--- src/rtl/weight_rom_sequencer.sv ---
// weight_rom_sequencer: walks one conv layer's weight ROM region, streaming tagged words aligned to the ROM read latency.
// Define WEIGHT_SEQ_PERF_EN to build the stall_cycles performance counter.
module weight_rom_sequencer #(
  parameter int ROM_DEPTH = 2696,
  parameter int ADDR_W = $clog2(ROM_DEPTH),
  parameter int MAX_FILTERS = 64,
  parameter int MAX_CH_GROUPS = 16,
  parameter int MAX_KERNEL_ROWS = 4,
  localparam int FW = $clog2(MAX_FILTERS + 1),
  localparam int GW = $clog2(MAX_CH_GROUPS + 1),
  localparam int RW = $clog2(MAX_KERNEL_ROWS + 1),
  localparam int FI = $clog2(MAX_FILTERS),
  localparam int GI = $clog2(MAX_CH_GROUPS),
  localparam int RI = $clog2(MAX_KERNEL_ROWS)
) (
  input  logic              clk,
  input  logic              reset,
  input  logic              start,
  input  logic              abort,
  input  logic [ADDR_W-1:0] cfg_base_addr,
  input  logic [FW-1:0]     cfg_num_filters,
  input  logic [GW-1:0]     cfg_num_ch_groups,
  input  logic [RW-1:0]     cfg_kernel_rows,
  input  logic              weights_ready,
  output logic              rom_read_enable,
  output logic [ADDR_W-1:0] rom_addr,
  output logic              weights_valid,
  output logic [FI-1:0]     tag_filter,
  output logic [GI-1:0]     tag_ch_group,
  output logic [RI-1:0]     tag_row,
  output logic              tag_last,
  output logic              busy,
  output logic              done,
  output logic              cfg_error,
  output logic [31:0]       stall_cycles
);
  localparam int TW = FW + GW + RW;
  localparam int CW = (TW > ADDR_W ? TW : ADDR_W) + 1;
  typedef enum logic [2:0] {IDLE, CHECK, ISSUE, DRAIN, FINISH} state_t;
  state_t state_q, state_d;
  logic [ADDR_W-1:0] base_q, base_d;
  logic [FW-1:0] nf_q, nf_d, filt_q, filt_d, filt_inc;
  logic [GW-1:0] ng_q, ng_d, grp_q, grp_d, grp_inc;
  logic [RW-1:0] nr_q, nr_d, row_q, row_d, row_inc;
  logic [TW-1:0] cnt_q, cnt_d, prod;
  logic [CW-1:0] span;
  logic [FI-1:0] tf_q, tf_d;
  logic [GI-1:0] tg_q, tg_d;
  logic [RI-1:0] tr_q, tr_d;
  logic err_q, err_d, valid_q, valid_d, last_q, last_d;
  logic issue, bad, at_last, row_end, grp_end;
  // Config is frozen after the latch, so the product stays valid for the whole sequence.
  assign prod = TW'(nf_q) * TW'(ng_q) * TW'(nr_q);
  assign span = CW'(base_q) + CW'(prod);
  assign bad = prod == '0 || span > CW'(ROM_DEPTH);
  assign at_last = cnt_q == prod - TW'(1);
  assign issue = state_q == ISSUE && weights_ready;
  assign row_inc = row_q + RW'(1);
  assign grp_inc = grp_q + GW'(1);
  assign filt_inc = filt_q + FW'(1);
  assign row_end = row_inc == nr_q;
  assign grp_end = grp_inc == ng_q;
  always_comb begin
    state_d = state_q;
    base_d = base_q;
    nf_d = nf_q;
    ng_d = ng_q;
    nr_d = nr_q;
    filt_d = filt_q;
    grp_d = grp_q;
    row_d = row_q;
    cnt_d = cnt_q;
    err_d = err_q;
    valid_d = issue && !abort;
    last_d = issue && !abort && at_last;
    tf_d = issue ? filt_q[FI-1:0] : tf_q;
    tg_d = issue ? grp_q[GI-1:0] : tg_q;
    tr_d = issue ? row_q[RI-1:0] : tr_q;
    case (state_q)
      IDLE: if (start) begin
        state_d = CHECK;
        base_d = cfg_base_addr;
        nf_d = cfg_num_filters;
        ng_d = cfg_num_ch_groups;
        nr_d = cfg_kernel_rows;
        filt_d = '0;
        grp_d = '0;
        row_d = '0;
        cnt_d = '0;
      end
      CHECK: begin
        state_d = bad ? FINISH : ISSUE;
        err_d = bad && prod != '0;
      end
      ISSUE: if (weights_ready) begin
        cnt_d = cnt_q + TW'(1);
        row_d = row_end ? '0 : row_inc;
        grp_d = row_end ? (grp_end ? '0 : grp_inc) : grp_q;
        filt_d = (row_end && grp_end) ? (filt_inc == nf_q ? '0 : filt_inc) : filt_q;
        state_d = at_last ? DRAIN : ISSUE;
      end
      DRAIN: state_d = FINISH;
      FINISH: state_d = IDLE;
      default: state_d = IDLE;
    endcase
    if (abort && state_q != IDLE) state_d = IDLE;
  end
  always_ff @(posedge clk or posedge reset) begin
    if (reset) begin
      state_q <= IDLE;
      base_q <= '0;
      nf_q <= '0;
      ng_q <= '0;
      nr_q <= '0;
      filt_q <= '0;
      grp_q <= '0;
      row_q <= '0;
      cnt_q <= '0;
      err_q <= 1'b0;
      valid_q <= 1'b0;
      last_q <= 1'b0;
      tf_q <= '0;
      tg_q <= '0;
      tr_q <= '0;
    end else begin
      state_q <= state_d;
      base_q <= base_d;
      nf_q <= nf_d;
      ng_q <= ng_d;
      nr_q <= nr_d;
      filt_q <= filt_d;
      grp_q <= grp_d;
      row_q <= row_d;
      cnt_q <= cnt_d;
      err_q <= err_d;
      valid_q <= valid_d;
      last_q <= last_d;
      tf_q <= tf_d;
      tg_q <= tg_d;
      tr_q <= tr_d;
    end
  end
  assign rom_read_enable = issue;
  assign rom_addr = state_q == ISSUE ? base_q + ADDR_W'(cnt_q) : '0;
  assign weights_valid = valid_q;
  assign tag_filter = tf_q;
  assign tag_ch_group = tg_q;
  assign tag_row = tr_q;
  assign tag_last = last_q;
  assign busy = state_q != IDLE;
  assign done = state_q == FINISH && !abort;
  assign cfg_error = done && err_q;
`ifdef WEIGHT_SEQ_PERF_EN
  logic [31:0] stall_q, stall_d;
  always_comb stall_d = (state_q == IDLE && start) ? '0 :
                        (state_q == ISSUE && !weights_ready && stall_q != '1) ? stall_q + 32'd1 : stall_q;
  always_ff @(posedge clk or posedge reset) begin
    if (reset) stall_q <= '0;
    else stall_q <= stall_d;
  end
  assign stall_cycles = stall_q;
`else
  assign stall_cycles = '0;
`endif
endmodule

--- config.mk ---
export PLATFORM = sky130hd
export DESIGN_NAME = weight_rom_sequencer
export DESIGN_NICKNAME = d
export VERILOG_FILES = /design/src/rtl/weight_rom_sequencer.sv
export SDC_FILE = /design/constraint.sdc
export NUM_CORES = 1
export LEC_CHECK = 0
export CAP_MARGIN = 20
export CORE_ASPECT_RATIO = 0.9
export CORE_MARGIN = 4
export CORE_UTILIZATION = 50
export CTS_CLUSTER_SIZE = 10
export DETAILED_ROUTE_END_ITERATION = 10
export PLACE_DENSITY_LB_ADDON = 0.12
export SYNTH_ARGS = -nofsm -noshare
export SYNTH_HDL_FRONTEND = slang
export SYNTH_SLANG_ARGS = --single-unit
--- constraint.sdc ---
create_clock -name clk -period 11.15 [get_ports clk]
set_input_delay 3.345 -clock clk [delete_from_list [all_inputs] [get_ports clk]]
set_output_delay 3.345 -clock clk [all_outputs]
set_load 0.02 [all_outputs]
==> summary.md <==
The run finished with clean final reports. The number of standard cells after synthesis came out at 909. The run gives 0 ns as the sum of negative setup slack. After clock tree synthesis, the flow added hold-fix buffers numbering 0.

Clock-pin slew on the worst setup and hold paths: 0.06 ns. The worst setup path is launched from an input port. In this run the horizontal extent of the chip is 136 um. The number of buffers created by CTS is 9, and the count of distinct cell types in the synthesized netlist is 68. Setup violations remaining at the end of the flow were counted as 0. Number of max-cap violations: 0.

The path with the worst hold slack has its endpoint at tag_ch_group[1]. Once detail routing completed, the nets flagged for antenna violations numbered 0. Walking the worst path, the cells encountered are clkdlybuf4s50_1, nand2_1, inv_2, clkdlybuf4s50_1. The total of warnings raised by yosys was 0.

The worst path in the final design needs a cycle of 8.54 ns, including I/O delays and setup. For this run the aggregate overflow at the end of global routing stands at 0. Of all nets on the critical path, the largest fanout is 19. After clock tree synthesis, the repair step resized 0 gates.

On the final layout, the worst clock skew is 0.0132 ns. The tools report the startpoint of the worst hold path as tag_ch_group[1]. At the end of routability-driven placement, the weighted congestion stood at 0.922.

The global-route wire length before repair was 29.6 mm; the number of nets in the final layout was 1076. Buffers plus inverters on the worst setup path: 3. Type of the most critical hold path: flop to flop.

The met2 routing resource usage after global routing was 0.312. The layer flagged by global routing as most heavily used is met1. Dividing the detail-routed wire length by the instance count gives 14.9 um. Compared with the post-synthesis result, the final layout area differs by 12.5%. For the number of setup buffers added after CTS, the log shows 0. The highest achievable clock rate was 117 MHz. At the worst endpoint, the required time is 7.81 ns. For this run, the slowest stage of the critical path takes 0.67 ns. The worst setup path is captured at an output pin.

Depth of the most critical reg-to-reg path: 30. The run gives 0 as the final count of pins violating max slew. Most common cell after layout, fill and taps aside: nand2_1. For the pin with the worst max-slew slack, the measured transition is 0.959 ns. Entering global routing, the biggest net connects 76 pins. TritonCTS built the clock tree. Biggest area consumer among synthesized cells: dfrtp_1. The initial standard-cell utilization of the core was 0.519. Counting flops with a built-in enable in the synthesized netlist gives 0.

The tools report the antenna diode count as 0. The HPWL after detailed placement is 13.3 mm. The tightest slew margin relative to the limit was 0.360.

The H-tree level count was 3; the share of the synthesized area in the top cell type was 0.253. The category of the critical setup timing path is input port to output pin. The first-pass iteration count of the detailed router came out at 5.

The slowest cell on the critical path was clkdlybuf4s50_1. 94 I/O pins were placed. The slack of the worst reg-to-reg path was 3.40 ns; the number of placement rows was 41.

Maximum number of buffers from clock root to sink: 2. Setup repair after global routing left no endpoint under its margin. Grouping stages by cell kind, the critical path spends the most delay in buffers and inverters. From bottom edge to top edge, the die measures 123 um. The proportion of synthesized flip-flops having asynchronous set or reset was 1.00; the routed via count divided by cell count was 5.36.

The library cells used most frequently in the layout, excluding fill and tap cells, are nand2_1, dfrtp_1, ha_1. The run gives 5817 as the number of global-route vias before repair. Buffer type at the clock tree root: clkbuf_16.

The endpoint identified for the worst register-to-register timing path is err_q. The share of the cycle needed by the critical path after routing was 0.765. After detailed routing, the total wire length is 17.1 mm.

The area of the die was 0.0168 mm2. Fraction of the yosys area taken by sequential cells: 0.253. The most repeated library cell on the critical path is clkdlybuf4s50_1.

The fraction of met3 tracks used by global routing is 0.0305. The number of buffers added on ports is 61, and the number of antenna violations at the first check in global routing is 0. The fraction of final layout cells sized beyond drive strength 1 came out at 0.0438.

The worst hold path depth was 2; the total clock sinks was 75. The logs give 0.584 for the share of the core filled with cells and 0.00741 mm2 for the post-synthesis instance area. The final-report hold violation count is 0.

Main flop type after synthesis: dfrtp_1. The overall routing resource usage came out at 0.219. The average cell area after synthesis is 8.15 um2. In the routed design, unresolved DRC markers number 0. The logs give 5.19 ns for the arrival time of data at the critical path endpoint and 0.349 for the met1 usage in global routing. After synthesis, the cell types taking the most area are dfrtp_1, ha_1, nand2_1. The tools report the critical register-to-register path startpoint as nf_q[0].

For the number of filler cells placed in the layout, the log shows 1392. The detailed router finished its first iteration with 456 violations. Across all layers, the routed design uses 6167 vias.

The clock reaches the later pin of the worst-skew pair after 0.35 ns. The core region is 0.0143 mm2. After synthesis the netlist holds a flip-flop and latch count of 75.
==> worst max path at each step <==
stage / slack, ns / endpoint / startpoint / cells past startpoint
floorplan: 3.32 / cfg_error / abort / 2
global placement: 2.63 / rom_read_enable / weights_ready / 4
detailed placement: 2.60 / rom_read_enable / weights_ready / 4
CTS: 2.59 / rom_read_enable / weights_ready / 4
global route: 2.46 / rom_read_enable / weights_ready / 4
finish: 2.61 / rom_read_enable / weights_ready / 4
==> logic make-up (layout without fill, tap and decap cells) <==
kind of cell	Yosys count	in the layout	synth area share
compound gates	164	164	0.151
other cells	1	32	0.000506
xor+xnor	82	82	0.0988
simple gates	379	379	0.237
buf+inv	115	133	0.0748
flops	75	75	0.253
fa+ha+maj	91	91	0.182
mux	2	2	0.00287
==> registers in the layout, indices dropped and copies added (netlist names), 4 cells and up <==
signal / cells
grp_q: 5
base_q: 12
filt_q: 7
tag_ch_group: 4
tag_filter: 6
nf_q: 7
ng_q: 5
cnt_q: 15
==> stage by stage <==
step / instances / cell area, um2 / hold slack [ns] / setup WS (ns)
after floorplan: 940 / 7520 / 0.458 / 3.32
after global placement: 1134 / 8030 / 0.458 / 2.63
after detailed placement: 1134 / 8030 / 0.463 / 2.60
after CTS: 1150 / 8320 / 0.479 / 2.59
after global routing: 1151 / 8330 / 0.505 / 2.46
final: 1151 / 8330 / 0.471 / 2.61
==> cells in the mapped netlist (all sizes together) (4+ instances only) <==
cell type,n
a221o,4
o21a,5
or2,6
xor2,33
nand3b,5
nor2b,11
a31oi,5
or3,8
nand2b,11
nor2,61
o31ai,10
o21ai,46
a21oi,33
xnor2,48
nor3,10
nand4,6
o211ai,6
and2,35
nand2,188
and3,9
clkbuf,27
dfrtp,75
o21bai,8
inv,53
nand3,21
a211oi,7
buf,35
a21o,16
fa,28
ha,63
==> tightest hold or removal path: cells and delay by family (launching register included) <==
family / cells / cell delay (ns)
DFF: 1 / 0.34
and+or+nand+nor: 2 / 0.10
==> layer usage <==
metal,routed length [um],vias to the layer above
met1,8990,2910
li1,-,3087
met3,831,10
met2,7140,160
met5,0,-
met4,135,0
==> layout make-up <==
cell class	instances	area [um2]	area share
Timing Repair Buffer	64	641	0.0769
Tap cell	193	241	0.0290
Sequential cell	75	1880	0.225
Inverter	53	199	0.0239
Multi-Input combinational cell	750	5090	0.611
Clock buffer	9	225	0.0270
Clock inverter	7	56.3	0.00676
Power is not shown: default switching activity piles up to over one toggle a cycle in this logic, so the estimate is an artifact.
